===== config.mk =====
export PLATFORM = sky130hd
export DESIGN_NAME = input_debounce
export DESIGN_NICKNAME = d
export VERILOG_FILES = /design/src/rtl/input_debounce.sv
export SDC_FILE = /design/constraint.sdc
export NUM_CORES = 1
export LEC_CHECK = 0
export ABC_AREA = 1
export BUFFER_PORTS_ARGS = -buffer_cell sky130_fd_sc_hd__buf_2
export CAP_MARGIN = 25
export CORE_UTILIZATION = 40
export DETAILED_ROUTE_END_ITERATION = 16
export GPL_TIMING_DRIVEN = 0
export PLACE_DENSITY = 0.6
export SYNTH_ARGS = -nofsm -noshare
export SYNTH_HDL_FRONTEND = slang
export SYNTH_SLANG_ARGS = --single-unit

===== constraint.sdc =====
create_clock -name clk -period 1.5 [get_ports clk]
set_input_delay 0.375 -clock clk [delete_from_list [all_inputs] [get_ports clk]]
set_output_delay 0.375 -clock clk [all_outputs]
set_load 0.1 [all_outputs]

===== src/rtl/input_debounce.sv =====
// -----------------------------------------------------------------------------
// input_debounce
//   Conditions two asynchronous raw pins into clean, glitch-free levels for the
//   downstream AND-chain. Each channel synchronises its pin through a short
//   flop chain and then only accepts a new level once it has persisted for
//   DEB_CNT consecutive synchronised cycles.
//
// Parameters
//   SYNC_STAGES : synchroniser depth per channel (2..4)
//   DEB_CNT     : consecutive synchronised cycles a new level must persist
//                 before it is accepted (1..255)
//
// Ports
//   clk      : single clock, all state updates on its rising edge
//   rst_n    : asynchronous active-low reset
//   raw_in1  : raw asynchronous level, channel 1
//   raw_in2  : raw asynchronous level, channel 2
//   in1      : debounced channel 1 level (registered)
//   in2      : debounced channel 2 level (registered)
//   in1_chg  : one-cycle pulse in the cycle in1 takes a new value
//   in2_chg  : one-cycle pulse in the cycle in2 takes a new value
// -----------------------------------------------------------------------------

// One debounce channel: synchroniser, persistence counter and a two-state FSM.
module input_debounce_channel #(
    parameter int SYNC_STAGES = 2,
    parameter int DEB_CNT     = 4
) (
    input  logic clk,
    input  logic rst_n,
    input  logic raw,
    output logic level,
    output logic chg
);

    // Counter wide enough to hold DEB_CNT, never narrower than one bit.
    localparam int CW = ($clog2(DEB_CNT + 1) > 1) ? $clog2(DEB_CNT + 1) : 1;
    localparam logic [CW-1:0] CNT_LAST = CW'(DEB_CNT - 1);

    typedef enum logic {
        STABLE  = 1'b0,
        PENDING = 1'b1
    } state_t;

    logic [SYNC_STAGES-1:0] sync_q;
    logic                   s;

    state_t                 state_q, state_d;
    logic [CW-1:0]          cnt_q, cnt_d;
    logic                   level_q, level_d;
    logic                   chg_q, chg_d;

    // Last synchroniser stage is the only point where the pin is safe to use.
    assign s = sync_q[SYNC_STAGES-1];

    // NOTE: sequential state uses non-blocking assignments so every flop
    // samples the values from before the edge, independent of statement order.
    always_ff @(posedge clk or negedge rst_n) begin
        if (!rst_n) begin
            sync_q <= '0;
        end else begin
            sync_q <= {sync_q[SYNC_STAGES-2:0], raw};
        end
    end

    always_ff @(posedge clk or negedge rst_n) begin
        if (!rst_n) begin
            state_q <= STABLE;
            cnt_q   <= '0;
            level_q <= 1'b0;
            chg_q   <= 1'b0;
        end else begin
            state_q <= state_d;
            cnt_q   <= cnt_d;
            level_q <= level_d;
            chg_q   <= chg_d;
        end
    end

    // NOTE: every combinational output gets a default before any branch, so
    // no path through the block leaves a signal unassigned (no latches).
    always_comb begin
        state_d = STABLE;
        cnt_d   = '0;
        level_d = level_q;
        chg_d   = 1'b0;

        case (state_q)
            STABLE: begin
                // Counter is zero here, so DEB_CNT == 1 accepts straight away.
                if (s != level_q) begin
                    if (cnt_q == CNT_LAST) begin
                        level_d = s;
                        chg_d   = 1'b1;
                    end else begin
                        state_d = PENDING;
                        cnt_d   = cnt_q + 1'b1;
                    end
                end
            end
            PENDING: begin
                // A return to the accepted level drops any partial count.
                if (s != level_q) begin
                    if (cnt_q == CNT_LAST) begin
                        level_d = s;
                        chg_d   = 1'b1;
                    end else begin
                        state_d = PENDING;
                        cnt_d   = cnt_q + 1'b1;
                    end
                end
            end
            default: begin
                state_d = STABLE;
            end
        endcase
    end

    assign level = level_q;
    assign chg   = chg_q;

endmodule

module input_debounce #(
    parameter int SYNC_STAGES = 2,
    parameter int DEB_CNT     = 4
) (
    input  logic clk,
    input  logic rst_n,
    input  logic raw_in1,
    input  logic raw_in2,
    output logic in1,
    output logic in2,
    output logic in1_chg,
    output logic in2_chg
);

    // Two identical channels with no shared state; both may accept together.
    input_debounce_channel #(
        .SYNC_STAGES (SYNC_STAGES),
        .DEB_CNT     (DEB_CNT)
    ) u_ch1 (
        .clk   (clk),
        .rst_n (rst_n),
        .raw   (raw_in1),
        .level (in1),
        .chg   (in1_chg)
    );

    input_debounce_channel #(
        .SYNC_STAGES (SYNC_STAGES),
        .DEB_CNT     (DEB_CNT)
    ) u_ch2 (
        .clk   (clk),
        .rst_n (rst_n),
        .raw   (raw_in2),
        .level (in2),
        .chg   (in2_chg)
    );

endmodule


==> results of run 1 <==
[through the flow]
| step | util [%] | power [mW] | instances | hold WS (ns) |
|---|---|---|---|---|
| after detailed placement | 50.0 | 1.00 | 75 | 0.285 |
| final | 54.4 | 1.26 | 80 | 0.208 |
| after global placement | 50.0 | 0.991 | 75 | 0.282 |
| after CTS | 54.0 | 1.27 | 80 | 0.193 |
| after floorplan | - | 0.916 | 54 | 0.0794 |
| after global routing | 54.4 | 1.35 | 80 | 0.186 |
[state kept, by name (all words and copies together), names as in the netlist]
name          flops
u_ch2.cnt_q       3
u_ch1.sync_q      2
u_ch2.chg         1
u_ch2.sync_q      2
u_ch1.level       1
u_ch1.cnt_q       3
u_ch2.level       1
u_ch1.chg         1
[cell type report]
type,instances,area share (%)
repair buffers,8,7.86
multi-input cells,29,22.2
well taps,14,2.75
flip-flops and latches,14,55.0
clock buffers,4,5.70
inverters,11,6.48
[report_power, final]
group / switching, mW / internal (mW) / total, mW / leakage, nW
sequential: 0.0468 / 0.459 / 0.506 / 0.178
combinational: 0.376 / 0.120 / 0.496 / 0.150
clock: 0.110 / 0.147 / 0.257 / 0.0210
total: 0.532 / 0.727 / 1.26 / 0.350
[kinds of logic after synthesis]
group                    count (synthesis)
buffers and inverters                   11
flip-flops                              14
adder cells (fa/ha/maj)                  2
AND/OR/NAND/NOR                         27
[placed cells by master (no fill, tap or decap)]
cell           count
dlygate4sd3_1      1
nand2_1           12
inv_1             11
dfrtp_1           14
clkbuf_8           1
clkbuf_4           5
buf_2              5
nand3_1            2
nand2_2            5
nor2_1             8
ha_1               2
[final timing paths]
path,slack [ns],to,from
worst max register to register,0.54,u_ch1.cnt_q[1],u_ch1.cnt_q[0]
worst min-delay path,0.21,u_ch2.sync_q[0],raw_in2
worst min register to register,0.35,u_ch1.sync_q[1],u_ch1.sync_q[0]
worst max-delay path,0.11,in2_chg,u_ch2.chg
min in group asynchronous,0.51,u_ch1.cnt_q[2],rst_n
max in group asynchronous,0.76,u_ch2.cnt_q[0],rst_n
[timing repair]
item,4_1_cts,5_1_grt
hold buffers,1,0
endpoints found under the setup margin,0,2
endpoints found under the hold margin,14,0
gates resized for setup,0,2
[routing by layer]
metal	up-vias	GRT usage [%]	wire length [µm]
met5	-	0	0
met4	0	7.76	0
met3	0	6.98	39
met2	8	15.8	287
met1	146	16.9	386
li1	182	-	-
==> results by group, run 1 <==
Status
  – Run status: completed

Yosys
  – Most frequent cell after synthesis: dfrtp_1
  – Cell types occupying the most area after synthesis: dfrtp_1 (66%), nand2_1 (8.5%), inv_1 (7.7%)
  – YS warnings: 0
  – Synth Instances: 54
  – Largest family of logic cells by synthesized area: simple AND/OR/NAND/NOR gates
  – Mux cell area share after synthesis: 0%
  – Seq cells post-synth: 14
  – EDFF count, synth: 0
  – Syn_nets: 60
  – XOR/XNOR share of the synthesized area: 0%
  – Synth cell count leaders: dfrtp_1 (14), nand2_1 (12), inv_1 (11), nor2_1 (8), nand2_2 (5)
  – Synth Area in Adders: between 4 and 5%
  – Top cell type's share of synthesized area: 65.7%
  – Post-synth ARST share: 100%
  – Yosys top cell by area: dfrtp_1
  – Prevailing post-synth register cell: dfrtp_1
  – Syn_area_per_cell: ~9.9 µm²
  – Post-synthesis cell area: between 500 and 600 µm²
  – Compound-cell area share of the yosys netlist: 0%
  – Post-synthesis sequential area ratio: between 60% and 70%
  – Simple-Gate Fraction of Synth Area: between 20% and 30%
  – Unique masters post-synth: 7

STA
  – Setup TNS: 0 ns
  – Final WS setup: between 0.1 and 0.15 ns
  – Fin crit period: 1.39 ns
  – Final setup vio count: 0
  – Slew @ Worst Pin: around 0.49 ns
  – Max frequency: 0.722 GHz
  – Fin. Hold Viols: 0
  – RSZ-0062 raised after global routing: false
  – Final worst path period share: between 90% and 100%
  – Final-report max-slew violation count: 0
  – Clock skew: ~0.0056 ns
  – Slew margin rel.: 67.9%

Route
  – DRC: 0
  – Via density: ~4.2
  – Via count: between 300 and 400
  – Initial DRC Count: 7
  – Final ANT Viol Nets: 0
  – Final WL: around 710 µm
  – Routed wire per std cell: 8.91 µm
  – Drt pass-1 iters: 4

Clock tree
  – Max H-tree Level: 1
  – CTS clk-pin slew, worst paths: around 0.08 ns
  – Clk_lat worst skew: about 0.27 ns
  – TritonCTS Buffers: 3
  – # clock sinks: 14
  – Post-CTS Setup Inserts: 0
  – Clock root buffer: clkbuf_4
  – CTS tree: built
  – CTS max path bufs: 2

Global route
  – Total gr overflow: 0
  – Largest net degree at the start of global routing: 15
  – Initial antenna violation count: 0
  – Vias in the first global route: between 200 and 300
  – GRT Util Overall: 12.7%
  – First-pass GRT wire length: around 1.2 mm

Cells and area
  – Layout cells sized above 1: about a quarter
  – # fillers: roughly 110
  – Design area: ~640 µm²
  – FF/Latch Area: about 350 µm²
  – Layout Nets: 73
  – Layout area overhead: 19.5%
  – Multi-input logic area: 141 µm²
  – Diode count: 0

Setup path
  – Required @ worst endpoint: approximately 1.1 ns
  – Critical path's top delay family: buffers and inverters
  – Reg2reg path depth: 4
  – Crit path largest cell delay: approximately 0.41 ns
  – CP Max Fanout: 1
  – Crit. path cell count: 1
  – Critical path class: reg2out
  – Critical path endpoint category: output port
  – Critical path's slowest cell: buf_2
  – WP data arrival: approximately 1.0 ns
  – CP Launch Type: flip-flop
  – Buf/Inv on CP: 1
  – Worst path cell trace: buf_2

Floorplanning
  – Die area: 1480 µm²
  – Die height: around 39 µm
  – Rows: 12
  – Die X: around 39 µm
  – Top Ports: 8
  – Core area: 1170 µm²
  – Starting density of the core: 45.5%

Placed design
  – RePlAce Congestion: ~0.65
  – Post-DP HPWL: roughly 520 µm
  – Port bufs: 7
  – Placed Instance Area: a little under 600 µm²
  – Dpl ws: 0.325 ns

Run
  – Max Cap Violations: 0

Hold path
  – Type of the worst min-delay path: in2reg
  – Hold Crit Depth: 1

Power and ir drop
  – Peak supply drop: 0.818 mV
  – Leakage dissipation: between 0.3 and 0.4 nW
  – Power per cell area: between 1500 and 2000 nW/µm²
(Power assumes the default switching activity.)
==> run 2: changes to the inputs <==
--- a/config.mk
+++ b/config.mk
@@ -12,6 +12,7 @@
 export DETAILED_ROUTE_END_ITERATION = 16
 export GPL_TIMING_DRIVEN = 0
 export PLACE_DENSITY = 0.6
+export RECOVER_POWER = 100
 export SYNTH_ARGS = -nofsm -noshare
 export SYNTH_HDL_FRONTEND = slang
 export SYNTH_SLANG_ARGS = --single-unit
==> results by group, run 2 (synthesis gave the netlist of run 1 again) <==
Floorplanning
  – Starting density of the core: a little under half
  – Die X: 38.5 µm
  – Top Ports: 8
  – Rows: 12
  – Core area: about 1200 µm²
  – Die height: between 30 and 40 µm
  – Die area: approximately 1500 µm²

Setup path
  – Critical path's slowest cell: clkbuf_2
  – Required @ worst endpoint: ~1.1 ns
  – WP data arrival: around 1.1 ns
  – Critical path endpoint category: output port
  – Crit path from: u_ch2.chg
  – CP Launch Type: flip-flop
  – CP Max Fanout: 1
  – Buf/Inv on CP: 1
  – Worst path cell trace: clkbuf_2
  – Critical path's top delay family: buffers and inverters
  – Critical path class: reg2out
  – Reg2reg start: u_ch1.cnt_q[0]
  – Crit path largest cell delay: 0.44 ns

STA
  – Setup TNS: 0 ns
  – Fin. Hold Viols: 0
  – Slew @ Worst Pin: roughly 0.72 ns
  – Final worst path period share: a little over nine tenths
  – Clock skew: ~0.0056 ns
  – Min Hold Slack: about 0.21 ns
  – Fin crit period: 1.42 ns
  – Max frequency: 0.704 GHz
  – Final-report max-slew violation count: 0
  – RSZ-0062 raised after global routing: false
  – Slew margin rel.: a little over half
  – Final setup vio count: 0

Cells and area
  – Largest regs: u_ch1.cnt_q x3, u_ch2.cnt_q x3
  – Layout Nets: 73
  – Diode count: 0
  – Design area: 633 µm²
  – Layout area overhead: 18.8%
  – Final Non-Filler Cells: 80
  – Layout cells sized above 1: approximately a fifth
  – Most frequent cells in the layout: dfrtp_1 (14), nand2_1 (13), inv_1 (11)
  – Most common cell after layout, fill and taps aside: dfrtp_1

Power and ir drop
  – Leakage dissipation: ~0.34 nW
  – Power per cell area: 1990 nW/µm²
  – Pwr Total: approximately 1.3 mW
  – Peak supply drop: between 0.8 and 0.9 mV

Placed design
  – Post-DP HPWL: around 520 µm
  – Port bufs: 7
  – RePlAce Congestion: 0.650
  – Placed Cells: 75
  – Placed Instance Area: just under 600 µm²

Route
  – Via density: ~4.2
  – DRC: 0
  – Via count: between 300 and 400
  – Routed wire per std cell: 9.00 µm
  – Drt pass-1 iters: 4
  – Final ANT Viol Nets: 0
  – Initial DRC Count: 9
  – Final WL: 720 µm

Clock tree
  – Max H-tree Level: 1
  – CTS max path bufs: 2
  – Clock root buffer: clkbuf_4
  – Clk_lat worst skew: about 0.27 ns
  – # clock sinks: 14
  – TritonCTS Buffers: 3
  – CTS tree: built
  – Post-CTS Setup Inserts: 0
  – CTS clk-pin slew, worst paths: about 0.080 ns

Global route
  – Initial antenna violation count: 0
  – Total gr overflow: 0
  – First-pass GRT wire length: around 1.2 mm
  – Vias in the first global route: around 280
  – GRT Util Overall: around an eighth
  – Largest net degree at the start of global routing: 15

Run
  – Max Cap Violations: 0

Status
  – Run status: completed

Hold path
  – HP Start: raw_in2
  – Type of the worst min-delay path: in2reg
-- run 2: cell types whose count changed in the layout (fill, tap and decap cells not counted) --
cell	before	now
buf_2	5	2
nand2_2	5	4
clkbuf_2	0	2
nand2_1	12	13
clkbuf_1	0	1
-- run 2: layer usage --
layer	up-vias	global-route usage, %	wire, µm
met5	-	0	0
met3	0	6.98	38
met1	146	16.9	400
met4	0	7.76	0
met2	8	15.8	282
li1	184	-	-
-- run 2: path summary, 6_finish.rpt --
| kind | end | slack [ns] | depth (start not counted) |
|---|---|---|---|
| worst max-delay path | in2_chg | 0.08 | 1 |
| worst min-delay path | u_ch2.sync_q[0] | 0.21 | 1 |
| worst max register to register | u_ch1.cnt_q[1] | 0.51 | 4 |
| worst min register to register | u_ch1.sync_q[1] | 0.35 | 0 |
| max in group asynchronous | u_ch1.sync_q[1] | 0.38 | 2 |
| min in group asynchronous | u_ch1.chg | 0.66 | 2 |
-- run 2: metrics by stage --
stage	setup slack (ns)	util [%]
2_1_floorplan	0.148	-
3_3_place_gp	0.325	50.0
3_5_place_dp	0.325	50.0
4_1_cts	0.0141	54.0
5_1_grt	0.0372	54.1
6_report	0.0793	54.1
-- run 2: power by group --
group	leakage, nW	total [mW]	internal, mW	switching (mW)
combinational	0.145	0.494	0.118	0.376
clock	0.0210	0.257	0.147	0.110
sequential	0.178	0.506	0.459	0.0467
total	0.345	1.26	0.725	0.532
-- run 2: worst reg2reg max path: cells and delay by family (launching register included) --
kind	cells	cell delay, ns
AND/OR/NAND/NOR	3	0.30
adder cells (fa/ha/maj)	1	0.23
flip-flops	1	0.39
-- run 2: layout make-up --
cell class                 instances  area, µm²
clock buffer                       4       36.3
tap                               14       17.5
multi-input combinational         29        139
sequential                        14        350
timing repair buffer               8       48.8
inverter                          11       41.3
fill                             109        538
-- run 2: timing repair --
item / 4_1_cts / 5_1_grt
hold buffers: 1 / 0
gates resized for setup: 0 / 2
hold endpoints to repair: 14 / 0
setup endpoints to repair: 0 / 2
